--- src/rtl/regfile_wr_arbiter_if.sv ---
// -----------------------------------------------------------------------------
// regfile_wr_arbiter_if
//
// Purpose: bundles the two writeback request channels and the register-file
// write port of regfile_wr_arbiter.
//
// Signals:
//   req0_valid/req0_reg/req0_data/req0_ready : requester 0 (ALU) channel
//   req1_valid/req1_reg/req1_data/req1_ready : requester 1 (memory/load) channel
//   RegWrite/WriteRegister/WriteData         : register-file write port
//   idle                                     : nothing queued, no write on port
//
// Modports:
//   master : the requester side (drives valid/reg/data, observes everything else)
//   slave  : the arbiter side
// -----------------------------------------------------------------------------
interface regfile_wr_arbiter_if;
    logic        req0_valid;
    logic [4:0]  req0_reg;
    logic [63:0] req0_data;
    logic        req0_ready;

    logic        req1_valid;
    logic [4:0]  req1_reg;
    logic [63:0] req1_data;
    logic        req1_ready;

    logic        RegWrite;
    logic [4:0]  WriteRegister;
    logic [63:0] WriteData;
    logic        idle;

    modport master (
        output req0_valid, req0_reg, req0_data,
        input  req0_ready,
        output req1_valid, req1_reg, req1_data,
        input  req1_ready,
        input  RegWrite, WriteRegister, WriteData, idle
    );

    modport slave (
        input  req0_valid, req0_reg, req0_data,
        output req0_ready,
        input  req1_valid, req1_reg, req1_data,
        output req1_ready,
        output RegWrite, WriteRegister, WriteData, idle
    );
endinterface

--- src/rtl/regfile_wr_arbiter.sv ---
// -----------------------------------------------------------------------------
// regfile_wr_arbiter
//
// Purpose: write-port arbiter/sequencer for the 32x64 register file. Each of
// two writeback sources pushes writes into a private DEPTH-entry FIFO; one
// head entry is popped per cycle and registered onto the single write port.
// Writes to X31 are popped (and count as a grant) but never raise RegWrite.
//
// Ports:
//   clk   : clock, rising edge
//   reset : asynchronous, active-high; empties both FIFOs and clears the
//           write port immediately
//   bus   : regfile_wr_arbiter_if.slave (request channels, write port, idle)
//
// Parameters:
//   DEPTH : entries per requester FIFO, power of 2, >= 2
//
// Configuration macro:
//   RF_ARB_RR_EN defined   -> round-robin tie-break (requester != last wins)
//   RF_ARB_RR_EN undefined -> fixed priority, requester 0 wins ties
//
// Handshake: an entry is accepted on a rising edge where valid && ready.
// ready depends only on the FIFO count and reset (never on valid), there is
// no pass-through when full, and valid need not be held after acceptance.
// -----------------------------------------------------------------------------
module regfile_wr_arbiter #(
    parameter int DEPTH = 2
) (
    input  logic clk,
    input  logic reset,
    regfile_wr_arbiter_if.slave bus
);

    localparam int PW = $clog2(DEPTH);
    localparam int CW = PW + 1;
    localparam logic [CW-1:0] FULL_CNT = CW'(DEPTH);

    // Per-requester storage and bookkeeping, index k = requester number.
    logic [4:0]    reg_mem  [2][DEPTH];
    logic [63:0]   data_mem [2][DEPTH];
    logic [PW-1:0] wr_ptr   [2];
    logic [PW-1:0] rd_ptr   [2];
    logic [CW-1:0] count    [2];

    logic [1:0]    in_valid;
    logic [4:0]    in_reg  [2];
    logic [63:0]   in_data [2];

    logic [1:0]    full;
    logic [1:0]    not_empty;
    logic [1:0]    ready;
    logic [1:0]    push;
    logic [1:0]    pop;

    logic          tie_sel;
    logic          gnt_any;
    logic          gnt_sel;
    logic [4:0]    head_reg;
    logic [63:0]   head_data;

    logic          last_q;
    logic          rw_q;
    logic [4:0]    wreg_q;
    logic [63:0]   wdata_q;

    assign in_valid   = {bus.req1_valid, bus.req0_valid};
    assign in_reg[0]  = bus.req0_reg;
    assign in_reg[1]  = bus.req1_reg;
    assign in_data[0] = bus.req0_data;
    assign in_data[1] = bus.req1_data;

    always_comb begin
        for (int k = 0; k < 2; k++) begin
            full[k]      = (count[k] == FULL_CNT);
            not_empty[k] = (count[k] != '0);
            ready[k]     = !full[k] && !reset;
            push[k]      = in_valid[k] && ready[k];
        end
    end

    assign bus.req0_ready = ready[0];
    assign bus.req1_ready = ready[1];

`ifdef RF_ARB_RR_EN
    // On a tie the requester that did not win last time goes next.
    assign tie_sel = ~last_q;
`else
    // Fixed priority: requester 0 wins every tie; last_q is still tracked.
    assign tie_sel = 1'b0;
    logic unused_last;
    assign unused_last = last_q;
`endif

    always_comb begin
        gnt_any = |not_empty;
        gnt_sel = (&not_empty) ? tie_sel : not_empty[1];
        pop     = 2'b00;
        if (gnt_any) begin
            pop = gnt_sel ? 2'b10 : 2'b01;
        end
        head_reg  = gnt_sel ? reg_mem[1][rd_ptr[1]]  : reg_mem[0][rd_ptr[0]];
        head_data = gnt_sel ? data_mem[1][rd_ptr[1]] : data_mem[0][rd_ptr[0]];
    end

    // FIFO payload storage needs no reset: the count gates every read.
    always_ff @(posedge clk) begin
        for (int k = 0; k < 2; k++) begin
            if (push[k]) begin
                reg_mem[k][wr_ptr[k]]  <= in_reg[k];
                data_mem[k][wr_ptr[k]] <= in_data[k];
            end
        end
    end

    // Pointers wrap naturally because DEPTH is a power of 2.
    always_ff @(posedge clk or posedge reset) begin
        if (reset) begin
            for (int k = 0; k < 2; k++) begin
                wr_ptr[k] <= '0;
                rd_ptr[k] <= '0;
                count[k]  <= '0;
            end
        end else begin
            for (int k = 0; k < 2; k++) begin
                if (push[k]) begin
                    wr_ptr[k] <= wr_ptr[k] + PW'(1);
                end
                if (pop[k]) begin
                    rd_ptr[k] <= rd_ptr[k] + PW'(1);
                end
                case ({push[k], pop[k]})
                    2'b10:   count[k] <= count[k] + CW'(1);
                    2'b01:   count[k] <= count[k] - CW'(1);
                    default: count[k] <= count[k];
                endcase
            end
        end
    end

    // Write port: the granted head is registered; X31 is popped but muted.
    always_ff @(posedge clk or posedge reset) begin
        if (reset) begin
            last_q  <= 1'b1;
            rw_q    <= 1'b0;
            wreg_q  <= '0;
            wdata_q <= '0;
        end else if (gnt_any) begin
            last_q  <= gnt_sel;
            rw_q    <= (head_reg != 5'd31);
            wreg_q  <= head_reg;
            wdata_q <= head_data;
        end else begin
            rw_q    <= 1'b0;
        end
    end

    assign bus.RegWrite      = rw_q;
    assign bus.WriteRegister = wreg_q;
    assign bus.WriteData     = wdata_q;
    assign bus.idle          = !not_empty[0] && !not_empty[1] && !rw_q;

endmodule

--- src/flat_wrapper.sv ---
// flat-port wrapper written by rule: the top's interface ports become plain ports
module regfile_wr_arbiter_flat 
#(
    parameter int DEPTH = 2
)
  (clk, reset, bus_req0_valid, bus_req0_reg, bus_req0_data, bus_req0_ready, bus_req1_valid, bus_req1_reg, bus_req1_data, bus_req1_ready, bus_RegWrite, bus_WriteRegister, bus_WriteData, bus_idle);
  regfile_wr_arbiter_if bus_i ();
  input  logic clk;
  input  logic reset;
  input wire logic [$bits(bus_i.req0_valid)-1:0] bus_req0_valid;
  input wire logic [$bits(bus_i.req0_reg)-1:0] bus_req0_reg;
  input wire logic [$bits(bus_i.req0_data)-1:0] bus_req0_data;
  output wire logic [$bits(bus_i.req0_ready)-1:0] bus_req0_ready;
  input wire logic [$bits(bus_i.req1_valid)-1:0] bus_req1_valid;
  input wire logic [$bits(bus_i.req1_reg)-1:0] bus_req1_reg;
  input wire logic [$bits(bus_i.req1_data)-1:0] bus_req1_data;
  output wire logic [$bits(bus_i.req1_ready)-1:0] bus_req1_ready;
  output wire logic [$bits(bus_i.RegWrite)-1:0] bus_RegWrite;
  output wire logic [$bits(bus_i.WriteRegister)-1:0] bus_WriteRegister;
  output wire logic [$bits(bus_i.WriteData)-1:0] bus_WriteData;
  output wire logic [$bits(bus_i.idle)-1:0] bus_idle;
  assign bus_i.req0_valid = bus_req0_valid;
  assign bus_i.req0_reg = bus_req0_reg;
  assign bus_i.req0_data = bus_req0_data;
  assign bus_req0_ready = bus_i.req0_ready;
  assign bus_i.req1_valid = bus_req1_valid;
  assign bus_i.req1_reg = bus_req1_reg;
  assign bus_i.req1_data = bus_req1_data;
  assign bus_req1_ready = bus_i.req1_ready;
  assign bus_RegWrite = bus_i.RegWrite;
  assign bus_WriteRegister = bus_i.WriteRegister;
  assign bus_WriteData = bus_i.WriteData;
  assign bus_idle = bus_i.idle;
  regfile_wr_arbiter #(.DEPTH(DEPTH)) u_core (.clk(clk), .reset(reset), .bus(bus_i));
endmodule
--- config.mk ---
export PLATFORM = sky130hd
export DESIGN_NAME = regfile_wr_arbiter_flat
export DESIGN_NICKNAME = d
export VERILOG_FILES = /design/src/rtl/regfile_wr_arbiter_if.sv /design/src/rtl/regfile_wr_arbiter.sv /design/src/flat_wrapper.sv
export SDC_FILE = /design/constraint.sdc
export NUM_CORES = 1
export LEC_CHECK = 0
export CAP_MARGIN = 10
export CORE_MARGIN = 5
export CORE_UTILIZATION = 50
export DETAILED_ROUTE_END_ITERATION = 7
export PLACE_DENSITY = 0.75
export SLEW_MARGIN = 30
export SYNTH_ARGS = -nofsm -noshare
export SYNTH_HDL_FRONTEND = slang
export SYNTH_SLANG_ARGS = --single-unit
--- constraint.sdc ---
create_clock -name clk -period 4.6 [get_ports clk]
set_input_delay 0.69 -clock clk [delete_from_list [all_inputs] [get_ports clk]]
set_output_delay 0.69 -clock clk [all_outputs]
set_load 0.005 [all_outputs]
; Word level (Yosys, flattened, before mapping)
; Memories as Yosys holds them, arrays and structs flattened.
; Cells that the tools add are included.
; W data, S select, Z words.
[classes]
n_addsub = 8
order_cmp = 6
n_eq_ne = 7
n_mux = 34
bitwise = 4
reduce_logical = 20
[ops]
columns = operator, count
row1 = $mux W64, 9
row2 = $mux W128, 2
row3 = $demux W64 S1, 2
row4 = $mux W5, 9
row5 = $mux W10, 2
row6 = $demux W5 S1, 2
row7 = $eq A2 B2 Y1 const B, 4
row8 = $ge A2 B2 Y1 const B, 4
row9 = $logic_and A1 B1 Y1, 8
row10 = $not A1 Y2, 4
row11 = $pmux W2 S2, 2
row12 = $reduce_bool A2 Y1, 4
row13 = $logic_not A1 Y1, 6
row14 = $ne A5 B5 Y1 const B, 1
row15 = $add A1 B1 Y1 const B, 4
row16 = $add A2 B1 Y2 const B, 2
row17 = $eq A2 B1 Y1 const B, 2
row18 = $lt A2 B1 Y1 const B, 2
row19 = $mux W1, 4
row20 = $mux W2, 2
row21 = $sub A2 B1 Y2 const B, 2
row22 = $reduce_and A2 Y1, 1
row23 = $reduce_or A2 Y1, 1
[totals]
ff_bits = 78
mem_bits_rw = 276
in_bits = 142
mem_count = 2
[mem_list]
columns = name, words, width, rd, rd_clocked_by_memory_dff, wr, line_no
row1 = u_core.data_mem, 2, 128, 2, 0, 2, regfile_wr_arbiter.sv:40  ; logic [63:0] data_mem [2][DEPTH];
row2 = u_core.reg_mem, 2, 10, 2, 0, 2, regfile_wr_arbiter.sv:39  ; logic [4:0] reg_mem [2][DEPTH];

; Logic depth before layout (Yosys ltp)
[logic_depth]
word_depth = 7
ltp_mapped = 7
ltp_nobuf = 7

; Worst setup path before layout
; No wires, ideal clock.
[synth_timing]
kind = input port to flip-flop
from = input port reset
to = memory u_core.data_mem[0][100] in the netlist's numbering (enable)
setup_time_ns = 0.497
arrival_ns = 3.927
path_slack_ns = 0.177
path_stages = 3
path_cell_list = a21oi_1 > nand2_1 > nor2_1
[synth_lines]
columns = item, line_no
row1 = from (decl), flat_wrapper.sv:9  ; input logic reset;
row2 = to (decl), regfile_wr_arbiter.sv:40

; Worst setup path in the final report
[layout_timing]
from = register u_core.count[0] in the netlist's numbering
to = output port bus_idle
[layout_between]
elab_chain_cells = 4
[layout_rtl]
columns = item, line_no
row1 = from (decl), regfile_wr_arbiter.sv:43  ; logic [CW-1:0] count [2];
row2 = "from (signal, indexed assignment)", regfile_wr_arbiter.sv:132  ; 2'b10: count[k] <= count[k] + CW'(1);
row3 = "from (signal, indexed assignment)", regfile_wr_arbiter.sv:133  ; 2'b01: count[k] <= count[k] - CW'(1);
row4 = "from (signal, indexed assignment)", regfile_wr_arbiter.sv:134  ; default: count[k] <= count[k];
row5 = $reduce_bool A2 Y1, regfile_wr_arbiter.sv:75  ; not_empty[k] = (count[k] != '0);
row6 = $logic_not A1 Y1, regfile_wr_arbiter.sv:160  ; assign bus.idle = !not_empty[0] && !not_empty[1] && !rw_q;
row7 = $logic_and A1 B1 Y1 (2 in series), regfile_wr_arbiter.sv:160
row8 = to (decl), flat_wrapper.sv:21  ; output wire logic [$bits(bus_i.idle)-1:0] bus_idle;
; No other way between the ends.

==> out/metrics.csv <==
stage;metric;value;unit
outcome;run status;finished clean;
synthesis;Netlist cell types;27;
synthesis;Yosys reg bits;354;
setup_path;Crit Path Class;reg -> out;
cts;CTS Sinks;354;
final_layout;commonest non-fill, non-tap cell in the layout;edfxtp_1;
power;PwrDens;622.3;nW/µm²
die;row cnt;60;
detailed_routing;drt drc;0;
final_layout;nets;1149;
final_layout;design area;17260;µm²
die;Die H;175.2;µm
synthesis;Seq/Total Area, Yosys;0.7503;
cts;Skew-Pair Late Insertion Delay;500;ps
synthesis;syn avg cell area;17.36;µm²
power;Internal;7.457;mW
synthesis;Yosys warnings;0;
detailed_routing;Routed Wire Length;27820;µm
detailed_routing;post-route antenna net violation count;0;
final_layout;leading cell types in the layout, fill and taps excluded;edfxtp_1, clkdlybuf4s50_1, mux2i_1;
detailed_routing;Via-to-Cell Ratio;5.310;
setup_path;crit end category;output port;
die;core area;26950;µm²
power;Net Sw Power;3.285;mW
cts;TritonCTS clock tree;done;
cts;total CTS buffers;37;
die;starting density of the core;0.5064;
synthesis;Post-Syn Area;13650;µm²
power;clock power share;0.266;
placement;port buffer count;214;
detailed_routing;Routed WL per cell;20.23;µm
final_layout;Area Growth Syn to Fin;26.49;%
die;die area;30700;µm²
global_route;Total GRT Usage;0.1781;
cts;Hold-fix buffers, CTS;0;
detailed_routing;drt first pass iters;5;
setup_path;Worst setup SP type;register;
placement;Placed Instance Area;16040;µm²
timing;Period minus WS final;2783;ps
setup_path;worst path required time;3910;ps
timing;RSZ-0062 raised after global routing;no;
detailed_routing;Via Count;7301;
global_route;vias in the first global route;7711;
timing;final hold viol count;0;
cts;# resized after CTS;0;
die;width of the die;175.2;µm
worst_hold_path;worst min path class;reg -> reg;
die;io pins;215;
timing;max-slew violation count;0;
global_route;GRT overflow;0;
cts;CTS root buf;clkbuf_16;
global_route;largest net degree at the start of global routing;78;
final_layout;layout cell share with drive strength beyond 1;0.1344;
timing;Worst-Margin Slew;869.6;ps
cts;Clock Tree Buf Depth;3;
timing;skew final;15.08;ps
power;Leak;6.370;nW
power;Gate power share;0.291;
global_route;initial antenna violation count;2;
power;Reg power frac;0.442;
timing;fmax;0.3594;GHz
timing;Tcrit/Tclk final;0.6050;
detailed_routing;Starting DRT DRC Count;408;
cts;Clock transition at path regs;60;ps
final_layout;# diodes;0;
setup_path;CP arrival;2090;ps
power;Sw Ratio;0.3058;
power;VDD IR max;0.0003808;V
placement;DP Wirelength;17190;µm
setup_path;CP max FO;28;
timing;final setup violation count;0;
synthesis;syn nets;930;
placement;GP Congestion;0.7453;
timing;TNS Setup;0;ps
cts;setup bufs post-CTS;0;
cts;H-tree depth;2;
timing;max_slew headroom;0.4202;
synthesis;Post-Syn Instances;786;
global_route;first-pass GRT wire length;42590;µm
job;Max Cap Viol;0;
layer usage:
metal	up-vias	routed length [µm]	GRT usage	part of all wire
met5	-	27	0	0.00097
met4	4	473	0.04092	0.017
met3	40	1687	0.04132	0.061
met2	220	13770	0.3063	0.49
met1	3594	11860	0.2324	0.43
li1	3443	-	-	-
cell type report:
class,count,area [µm²]
flip-flops and latches,354,10250
fillers,1883,9688
multi-input cells,383,3092
repair buffers,225,2285
clock buffers,56,1110
well taps,341,426.7
clock inverters,12,85.08
inverters,4,17.52
cell families after synthesis:
kind of cell | Yosys count | synth area share
mux | 140 | 0.1028
fa+ha+maj | 2 | 0.001833
compound gates | 139 | 0.08443
xor+xnor | 10 | 0.006418
flops | 354 | 0.7503
buf+inv | 49 | 0.02521
simple gates | 92 | 0.02906
path summary, 6_finish.rpt:
path                                        startpoint                     endpoint  slack (ps)  depth (start not counted)
max                                    u_core.count[0]                     bus_idle        1820                          3
min                        u_core.bus.WriteRegister[1]  u_core.bus.WriteRegister[1]         480                          2
max reg2reg                            u_core.count[0]      u_core.data_mem[0][222]        2290                          5
min reg2reg                u_core.bus.WriteRegister[1]  u_core.bus.WriteRegister[1]         480                          2
max in group asynchronous                        reset             u_core.rd_ptr[1]        2900                          3
min in group asynchronous                        reset  u_core.bus.WriteRegister[4]         760                          2
critical path, stage by stage, from the launching register on:
cell and delay [ps]:
dfrtp_1 430, or2_4 420, nor3_2 200, clkdlybuf4s50_1 520
Yosys cell counts, drive strengths merged:
cell | count | area share
edfxtp | 276 | 0.61
mux2i | 139 | 0.10
dfrtp | 78 | 0.14
nand2 | 74 | 0.020
o21ai | 72 | 0.026
o211ai | 64 | 0.057
buf | 36 | 0.021
clkbuf | 9 | 0.0033
nor2 | 8 | 0.0039
xnor2 | 7 | 0.0045
inv | 4 | 0.0011
nand3 | 4 | 0.0015
xor2 | 3 | 0.0019
a21oi | 2 | 0.00073
and3 | 2 | 0.00092
and4 | 2 | 0.0013
ha | 2 | 0.0018
a31oi | 1 | 0.00046
mux2 | 1 | 0.00083
nor3 | 1 | 0.00073
or2 | 1 | 0.00046
registers in the layout (all words and copies together) (netlist names):
name / flops
u_core.bus.RegWrite: 1
u_core.wr_ptr: 2
u_core.data_mem: 256
u_core.count: 4
u_core.rd_ptr: 2
u_core.bus.WriteRegister: 5
u_core.bus.WriteData: 64
u_core.reg_mem: 20
stage by stage:
step / instances / utilization / worst slack [ps] / total power [mW] / hold WS, ps
CTS: 1374 / 0.6394 / 1775 / 10.87 / 488.1
floorplan: 786 / - / 176.7 / 6.765 / 460.8
finish: 1375 / 0.6405 / 1817 / 10.74 / 484.5
global route: 1375 / 0.6405 / 1719 / 11.30 / 531.5
global placement: 1305 / 0.5939 / 1629 / 7.876 / 472.0
detailed placement: 1306 / 0.5950 / 1544 / 7.980 / 475.2
power by group through the flow:
stage | clock network [mW] | registers (mW) | logic [mW]
6_report | 2.86 | 4.75 | 3.13
5_1_grt | 3.06 | 4.83 | 3.41
4_1_cts | 2.92 | 4.77 | 3.18
3_5_place_dp | 0 | 4.82 | 3.16
3_3_place_gp | 0 | 4.81 | 3.06
2_1_floorplan | 0 | 4.57 | 2.19
No activity file was read; power rests on OpenSTA's default activity.
